==> config.mk <==
export PLATFORM = sky130hd
export DESIGN_NAME = char_draw_scheduler
export DESIGN_NICKNAME = d
export VERILOG_FILES = /design/src/rtl/char_draw_scheduler_pkg.sv /design/src/rtl/char_draw_scheduler_rr_arbiter.sv /design/src/rtl/char_draw_scheduler.sv
export SDC_FILE = /design/constraint.sdc
export NUM_CORES = 1
export LEC_CHECK = 0
export CORE_ASPECT_RATIO = 1.75
export CORE_MARGIN = 2
export CORE_UTILIZATION = 40
export DETAILED_ROUTE_END_ITERATION = 10
export GPL_ROUTABILITY_DRIVEN = 0
export GPL_TIMING_DRIVEN = 0
export PLACE_DENSITY = 0.78
export SLEW_MARGIN = 15
export SYNTH_ARGS = -nofsm -noshare
export SYNTH_HDL_FRONTEND = slang
export SYNTH_HIERARCHICAL = 1
export SYNTH_SLANG_ARGS = --single-unit
==> constraint.sdc <==
create_clock -name clock -period 6.3 [get_ports clock]
set_input_delay 1.26 -clock clock [delete_from_list [all_inputs] [get_ports clock]]
set_output_delay 1.26 -clock clock [all_outputs]
set_load 0.05 [all_outputs]
==> src/rtl/char_draw_scheduler_pkg.sv <==
// Shared rendering package: renderer operand widths and
// the draw scheduler FSM state type.
package char_draw_scheduler_pkg;

    localparam int CHAR_W = 7;
    localparam int X_W    = 8;
    localparam int Y_W    = 7;
    localparam int SIZE_W = 3;

    typedef enum logic [1:0] {
        IDLE,
        DRAW,
        RELEASE
    } sched_state_t;

endpackage

==> src/rtl/char_draw_scheduler_rr_arbiter.sv <==
// Round-robin priority picker: first valid requester at or
// after ptr, wrapping from NUM_REQ-1 back to 0.
module rr_arbiter #(
    parameter int NUM_REQ = 4,
    parameter int IDX_W   = $clog2(NUM_REQ)
) (
    input  logic [NUM_REQ-1:0] valid,
    input  logic [IDX_W-1:0]   ptr,
    output logic [NUM_REQ-1:0] grant,
    output logic [IDX_W-1:0]   grant_idx,
    output logic               any
);

    logic [IDX_W:0] idx;

    always_comb begin
        grant     = '0;
        grant_idx = '0;
        any       = 1'b0;
        idx       = '0;
        for (int k = 0; k < NUM_REQ; k++) begin
            idx = {1'b0, ptr} + (IDX_W+1)'(k);
            if (idx >= (IDX_W+1)'(NUM_REQ)) begin
                idx = idx - (IDX_W+1)'(NUM_REQ);
            end
            if (!any && valid[idx[IDX_W-1:0]]) begin
                any       = 1'b1;
                grant_idx = idx[IDX_W-1:0];
            end
        end
        if (any) begin
            grant[grant_idx] = 1'b1;
        end
    end

endmodule

==> src/rtl/char_draw_scheduler.sv <==
// Shares one character renderer among NUM_REQ requesters,
// with round-robin grant, operand capture and a draw watchdog.
module char_draw_scheduler
    import char_draw_scheduler_pkg::*;
#(
    parameter int NUM_REQ = 4,
    parameter int TIMEOUT = 4096
) (
    input  logic                       clock,
    input  logic                       resetn,
    input  logic [NUM_REQ-1:0]         req_valid,
    output logic [NUM_REQ-1:0]         req_ready,
    input  logic [NUM_REQ*CHAR_W-1:0]  req_char,
    input  logic [NUM_REQ*X_W-1:0]     req_x,
    input  logic [NUM_REQ*Y_W-1:0]     req_y,
    input  logic [NUM_REQ*SIZE_W-1:0]  req_size,
    output logic [NUM_REQ-1:0]         done,
    output logic                       done_err,
    output logic [CHAR_W-1:0]          r_char,
    output logic [X_W-1:0]             r_origin_x,
    output logic [Y_W-1:0]             r_origin_y,
    output logic [SIZE_W-1:0]          r_size,
    output logic                       r_enable,
    input  logic                       r_finished,
    output logic                       busy
);

    localparam int IDX_W = $clog2(NUM_REQ);
    localparam int WD_W  = $clog2(TIMEOUT + 1);
    localparam logic [WD_W-1:0] WD_LAST = WD_W'(TIMEOUT - 1);
    localparam logic [NUM_REQ-1:0] ONE = NUM_REQ'(1);

    logic [CHAR_W-1:0] slot_char [NUM_REQ];
    logic [X_W-1:0]    slot_x    [NUM_REQ];
    logic [Y_W-1:0]    slot_y    [NUM_REQ];
    logic [SIZE_W-1:0] slot_size [NUM_REQ];

    for (genvar i = 0; i < NUM_REQ; i++) begin : g_slot
        assign slot_char[i] = req_char[i*CHAR_W +: CHAR_W];
        assign slot_x[i]    = req_x[i*X_W +: X_W];
        assign slot_y[i]    = req_y[i*Y_W +: Y_W];
        assign slot_size[i] = req_size[i*SIZE_W +: SIZE_W];
    end

    sched_state_t       state;
    sched_state_t       state_next;
    logic [NUM_REQ-1:0] gnt;
    logic [IDX_W-1:0]   gnt_idx;
    logic               any_req;
    logic [IDX_W-1:0]   rr_ptr;
    logic [IDX_W-1:0]   owner;
    logic [WD_W-1:0]    watchdog;
    logic               accept;
    logic               size_zero;
    logic               finish;
    logic               abort;

    rr_arbiter #(
        .NUM_REQ (NUM_REQ),
        .IDX_W   (IDX_W)
    ) u_arb (
        .valid     (req_valid),
        .ptr       (rr_ptr),
        .grant     (gnt),
        .grant_idx (gnt_idx),
        .any       (any_req)
    );

    assign size_zero = (slot_size[gnt_idx] == '0);
    assign r_enable  = (state == DRAW);
    assign busy      = (state != IDLE);

    always_ff @(posedge clock or negedge resetn) begin
        if (!resetn) begin
            state <= IDLE;
        end else begin
            state <= state_next;
        end
    end

    always_comb begin
        state_next = state;
        req_ready  = '0;
        accept     = 1'b0;
        finish     = 1'b0;
        abort      = 1'b0;
        unique case (state)
            IDLE: begin
                if (any_req) begin
                    req_ready  = gnt;
                    accept     = 1'b1;
                    state_next = size_zero ? RELEASE : DRAW;
                end
            end
            DRAW: begin
                // finish takes priority over a same-cycle timeout
                if (r_finished) begin
                    finish     = 1'b1;
                    state_next = RELEASE;
                end else if (watchdog == WD_LAST) begin
                    abort      = 1'b1;
                    state_next = RELEASE;
                end
            end
            RELEASE: begin
                state_next = IDLE;
            end
            default: begin
                state_next = IDLE;
            end
        endcase
    end

    always_ff @(posedge clock or negedge resetn) begin
        if (!resetn) begin
            r_char     <= '0;
            r_origin_x <= '0;
            r_origin_y <= '0;
            r_size     <= '0;
            owner      <= '0;
            rr_ptr     <= '0;
            watchdog   <= '0;
            done       <= '0;
            done_err   <= 1'b0;
        end else begin
            done     <= '0;
            done_err <= 1'b0;
            if (accept) begin
                r_char     <= slot_char[gnt_idx];
                r_origin_x <= slot_x[gnt_idx];
                r_origin_y <= slot_y[gnt_idx];
                r_size     <= slot_size[gnt_idx];
                owner      <= gnt_idx;
                rr_ptr     <= (gnt_idx == IDX_W'(NUM_REQ - 1))
                              ? '0 : gnt_idx + 1'b1;
                watchdog   <= '0;
                if (size_zero) begin
                    done <= gnt;
                end
            end
            if (state == DRAW) begin
                if (finish || abort) begin
                    done     <= ONE << owner;
                    done_err <= abort;
                    watchdog <= '0;
                end else begin
                    watchdog <= watchdog + 1'b1;
                end
            end
        end
    end

endmodule

[Yosys cells after proc, flatten, opt, wreduce, memory -nomap -nowiden]
Index checks and enable logic that the tools add are counted.
Word-level totals
  flip-flop bits (word level): 49
  latch bits: 0
  bits in writable memories: 0
  bits in read-only memories: 0
  output and inout port bits: 36
  word-level logic and storage cells: 109
  memories kept: 0
Cells by class
  add/sub/neg operators: 9
  multiply operators: 0
  divide/modulo/power cells: 0
  $lt $le $gt $ge: 11
  eq/ne operators: 5
  shift operators: 1
  mux-type cells: 59
  bitwise logic cells: 1
  reduce and logical (&&, ||, !) cells: 13
Operators with widths (number)
  13-bit two-way mux: 3
  7-bit binary-select mux with 2-bit select: 2
  4-bit two-way mux: 7
  7-bit two-way mux: 4
  2-bit two-way mux: 13
  1-bit two-way mux: 18
  8-bit binary-select mux with 2-bit select: 1
  8-bit two-way mux: 2
  2-bit by 3-bit < comparator with 1-bit output (second input constant): 5
  13-bit by 1-bit adder with 13-bit output (second input constant): 1
  13-bit by 12-bit == test with 1-bit output (second input constant): 1
  3-bit greater-or-equal comparator (second input constant): 4
  1-bit binary-select mux with 2-bit select: 4
  2-bit by 1-bit subtractor with 2-bit output (second input constant): 4
  2-bit by 2-bit adder with 3-bit output (second input constant): 2
  3-bit binary-select mux with 2-bit select: 1
  3-bit two-way mux: 2
  1-bit logical AND: 4
  2-bit case mux with 2 select lines: 1
  2-bit nonzero test: 2
  1-bit by 2-bit << shifter with 4-bit output (first input constant): 1
  2-bit by 1-bit adder with 3-bit output (second input constant): 1
  2-bit by 3-bit greater-or-equal comparator with 1-bit output (second input constant): 1
  1-bit logical NOT: 3
  12 further kinds: 12

[Longest topological paths before layout]
  depth after elaboration: 23
  gate-level depth with buffers: 9

[Hierarchy]
The synthesis kept the hierarchy.
By module, submodules not included
  char_draw_scheduler: instances 1, cells each 263, area an instance 2736.4 um^2, sequential area each 1226.2 um^2
  rr_arbiter: instances 1, cells each 32, area an instance 182.7 um^2, sequential area each 0.0 um^2

[Worst setup path before layout]
No wires, ideal clock.
  kind: input to output
  start: in req_valid[1]
  end: out req_ready[0]
  data arrival time: 2587 ps
  path slack: 2453 ps
  stages: 8
  buffers on the path: 3
  path through: buf_2 nor2_1 nand2_1 and2_1 clkbuf_1 clkbuf_1 nand2_1 inv_1
On the way
  elaborated cells between the ends (all ways): 30
  those cells by class: order compare (2); mux (21); reduce/logical (7)
RTL lines
  start: declaration: RTL line char_draw_scheduler.sv:11  | input logic [NUM_REQ-1:0] req_valid,
  1-bit binary-select mux with 2-bit select: RTL line char_draw_scheduler_rr_arbiter.sv:26  | if (!any && valid[idx[IDX_W-1:0]]) begin
  1-bit two-way mux (not written as such): RTL line char_draw_scheduler_rr_arbiter.sv:26
  1-bit two-way mux: RTL line char_draw_scheduler_rr_arbiter.sv:26
  1-bit logical NOT: RTL line char_draw_scheduler_rr_arbiter.sv:26
  1-bit logical AND: RTL line char_draw_scheduler_rr_arbiter.sv:26
  1-bit two-way mux: RTL line char_draw_scheduler_rr_arbiter.sv:26
  1-bit logical NOT: RTL line char_draw_scheduler_rr_arbiter.sv:26
  1-bit logical AND: RTL line char_draw_scheduler_rr_arbiter.sv:26
  1-bit two-way mux: RTL line char_draw_scheduler_rr_arbiter.sv:26
  1-bit logical NOT: RTL line char_draw_scheduler_rr_arbiter.sv:26
  1-bit logical AND: RTL line char_draw_scheduler_rr_arbiter.sv:26
  1-bit two-way mux *: RTL line char_draw_scheduler_rr_arbiter.sv:26
  via any_req: RTL line char_draw_scheduler.sv:49  | logic any_req;
  4-bit two-way mux: RTL line char_draw_scheduler_rr_arbiter.sv:31  | if (any) begin
  4-bit two-way mux *: RTL line char_draw_scheduler.sv:89  | if (any_req) begin
  4-bit two-way mux *: RTL line char_draw_scheduler.sv:87  | unique case (state)
  end: declaration: RTL line char_draw_scheduler.sv:12  | output logic [NUM_REQ-1:0] req_ready,
Mark *: on every way through the listed nets, which the timed path passes. The rest lies on a longest branch. The select of a mux whose other input is x is not followed.

[Worst setup path after layout]
  start: in req_valid[2]
  end: out req_ready[0]
The elaborated chain is that of the path after synthesis.

==> reports/summary.txt <==
Mapped Nets: 404
post-cts sizing count: 0
delay-heaviest family, CP: buffers and inverters
first-pass GRT wire length: 14000 um
Rows: 41
clock skew: 0.00431 ns
worst vdd rail ir drop: 0.264 mV
CTS Buffer Depth: 2
Power per Cell Area: 436 nW/um^2
Final Hold Vio Count: 0
vias in the first global route: 2983
CTS tree: yes
# DRC: 0
Post-Syn Area: 2920 um^2
grt ovf: 0
final setup vio count: 0
largest net degree at the start of global routing: 33
Worst Setup Start Kind: input port
crit path cell chain: clkdlybuf4s50_1 -> nor2_1 -> nand2_1 -> and2_1 -> clkbuf_1 -> clkbuf_1 -> nand2_1 -> inv_1 -> clkdlybuf4s50_1
initial core utilization: 40.9%
total power: 2.00 mW
Crit Path Category: input port to output pin
Cells after Synth: 295
Post-synth EDFFs: 0
CTS Root Cell: clkbuf_16
area of the multi-input gates: 1560 um^2
most frequent cells in the layout: 140 x clkdlybuf4s50_1, 97 x nand2_1, 49 x dfrtp_1
clock-pin slew on the worst setup and hold paths: 0.06 ns
detailed placement HPWL: 7460 um
status: completed
Post-CTS Setup Repair Bufs: 0
fraction of registers with async set or reset after synthesis: 100%
worst hold path type: register to register
Worst-Margin Slew: 0.608 ns
layout overhead on the synthesized area: 57.0%
die width: 68.6 um
average size of a mapped cell: 9.90 um^2
post-layout util: 64.3%
share of post-route cells with drive strength above 1: 11.1%
Yosys warning total: 6
CP Depth: 9
Die H: 117 um
vias post-DR: 2828
initial antenna violation count: 0
top cell type's share of synthesized area: 42.0%
Cell variety after synth: 50
relative slew slack: 59.5%
Final TNS setup: 0 ns
register area share after synthesis: 42.0%
Arr. time, crit path: 3.97 ns
Yosys top cell by area: dfrtp_1
met3 usage: 5.83%
CP endpoint kind: output pin
met1 Resource Use GR: 23.4%
Final Cycle Share: 82.9%
commonest non-fill, non-tap cell in the layout: clkdlybuf4s50_1
routed wire length: 8970 um
Antenna Nets Post-Route: 0
port buffer count: 141
H-tree lvl count: 2
Diodes inserted: 0
Worst R2R Path Depth: 9
Max Cap Viol: 0
Total Die Area: 8020 um^2
CTS Buf Count: 5
hold buffer count at CTS: 0
WL/cell: 17.0 um
synth top area cells: dfrtp_1 42%, mux4_2 19%, nand2_1 12%
Core Area: 7130 um^2
met2 Use GR: 46.2%
min Tclk post-route: 5.23 ns
Crit path largest cell delay: 0.79 ns
Cells after DPL: 523
Final Max Slew Viols: 0
Worst Hold Slack: 0.475 ns
IO Pins: 143
DRT Pass-1 Iters: 4
Final nets: 553
drt via density: 5.35
Global Route Usage Sum: 23.8%
CP max FO: 10
Static Leakage: 1.95 nW
flop and latch count out of synthesis: 49
crit path buf inv count: 5
fillers: 568
clock insertion delay at the later pin of the skew report: 0.28 ns
Highest Clock Rate: 191 MHz
WHS Path Cells: 2
RSZ-0062 raised after global routing: false
CP max-delay cell: clkdlybuf4s50_1
CP required: 5.04 ns
gr busiest metal: met2
Iter 0 DRT Violations: 141
Synth Flop Type: dfrtp_1
flop2flop setup slack: 3.66 ns
Sequential cell area: 1230 um^2
clock sinks: 49
Non-Filler Instances: 529
-- synthesized netlist by cell type (4+ instances only) --
cell      number
nand2_1       97
dfrtp_1       49
mux4_2        25
inv_1         15
nor2_1        14
o21ai_0       10
a21oi_1        7
clkbuf_1       7
nand3_1        6
nor3_1         4
or3_1          4
xnor2_1        4
-- routing by layer --
metal	vias up	routed length (um)
li1	1328	-
met1	1341	2850
met2	141	5270
met3	18	642
met4	0	210
met5	-	0
-- area by class of cell --
cell class | instances | share of cell area, %
inverter | 15 | 1.23
sequential | 49 | 26.8
timing repair buffer | 142 | 31.1
multi-input combinational | 215 | 34.0
tap | 86 | 2.35
clock inverter | 1 | 0.109
clock buffer | 5 | 2.73
buffer | 16 | 1.72
-- sequential cells by signal, indices dropped and copies added, names as in the netlist --
register	flops
watchdog	13
r_origin_x	8
r_char	7
r_origin_y	7
done	4
r_size	3
owner	2
rr_ptr	2
state	2
done_err	1
-- cells by family after synthesis --
group	count (synthesis)	synth area share, %
AND/OR/NAND/NOR	144	21.9
flip-flops	49	42.0
AO/OA/AOI/OAI	39	9.86
buffers and inverters	31	4.63
multiplexers	25	19.3
XOR/XNOR	5	1.50
adder cells (fa/ha/maj)	2	0.857
-- worst min-delay path, delay by kind of cell (launching register included) --
| kind | cells | cell delay [ns] |
|---|---|---|
| flops | 1 | 0.34 |
| simple gates | 2 | 0.10 |
-- final timing paths --
path | from | end
min in group asynchronous | resetn | r_origin_x[0]$_DFFE_PN0P_
setup / recovery | req_valid[2] | req_ready[0]
hold reg to reg | r_char[5]$_DFFE_PN0P_ | r_char[5]$_DFFE_PN0P_
hold / removal | r_char[5]$_DFFE_PN0P_ | r_char[5]$_DFFE_PN0P_
max in group asynchronous | resetn | r_origin_y[1]$_DFFE_PN0P_
setup reg to reg | rr_ptr[1]$_DFFE_PN0P_ | r_origin_y[5]$_DFFE_PN0P_
-- where the power goes --
part / internal [mW] / leakage [nW] / switching (mW)
Combinational: 0.486 / 1.26 / 0.759
Sequential: 0.427 / 0.631 / 0.0777
Clock: 0.142 / 0.0655 / 0.107
Total: 1.06 / 1.95 / 0.944
-- through the flow --
stage          instance area (um^2)  setup WS (ns)
6_report                       4580           1.07
5_1_grt                        4580          0.951
4_1_cts                        4580           1.06
3_5_place_dp                   4450           1.06
3_3_place_gp                   4440           1.09
2_1_floorplan                  2920           2.45
Note: power is estimated with default switching activity, not from simulation.
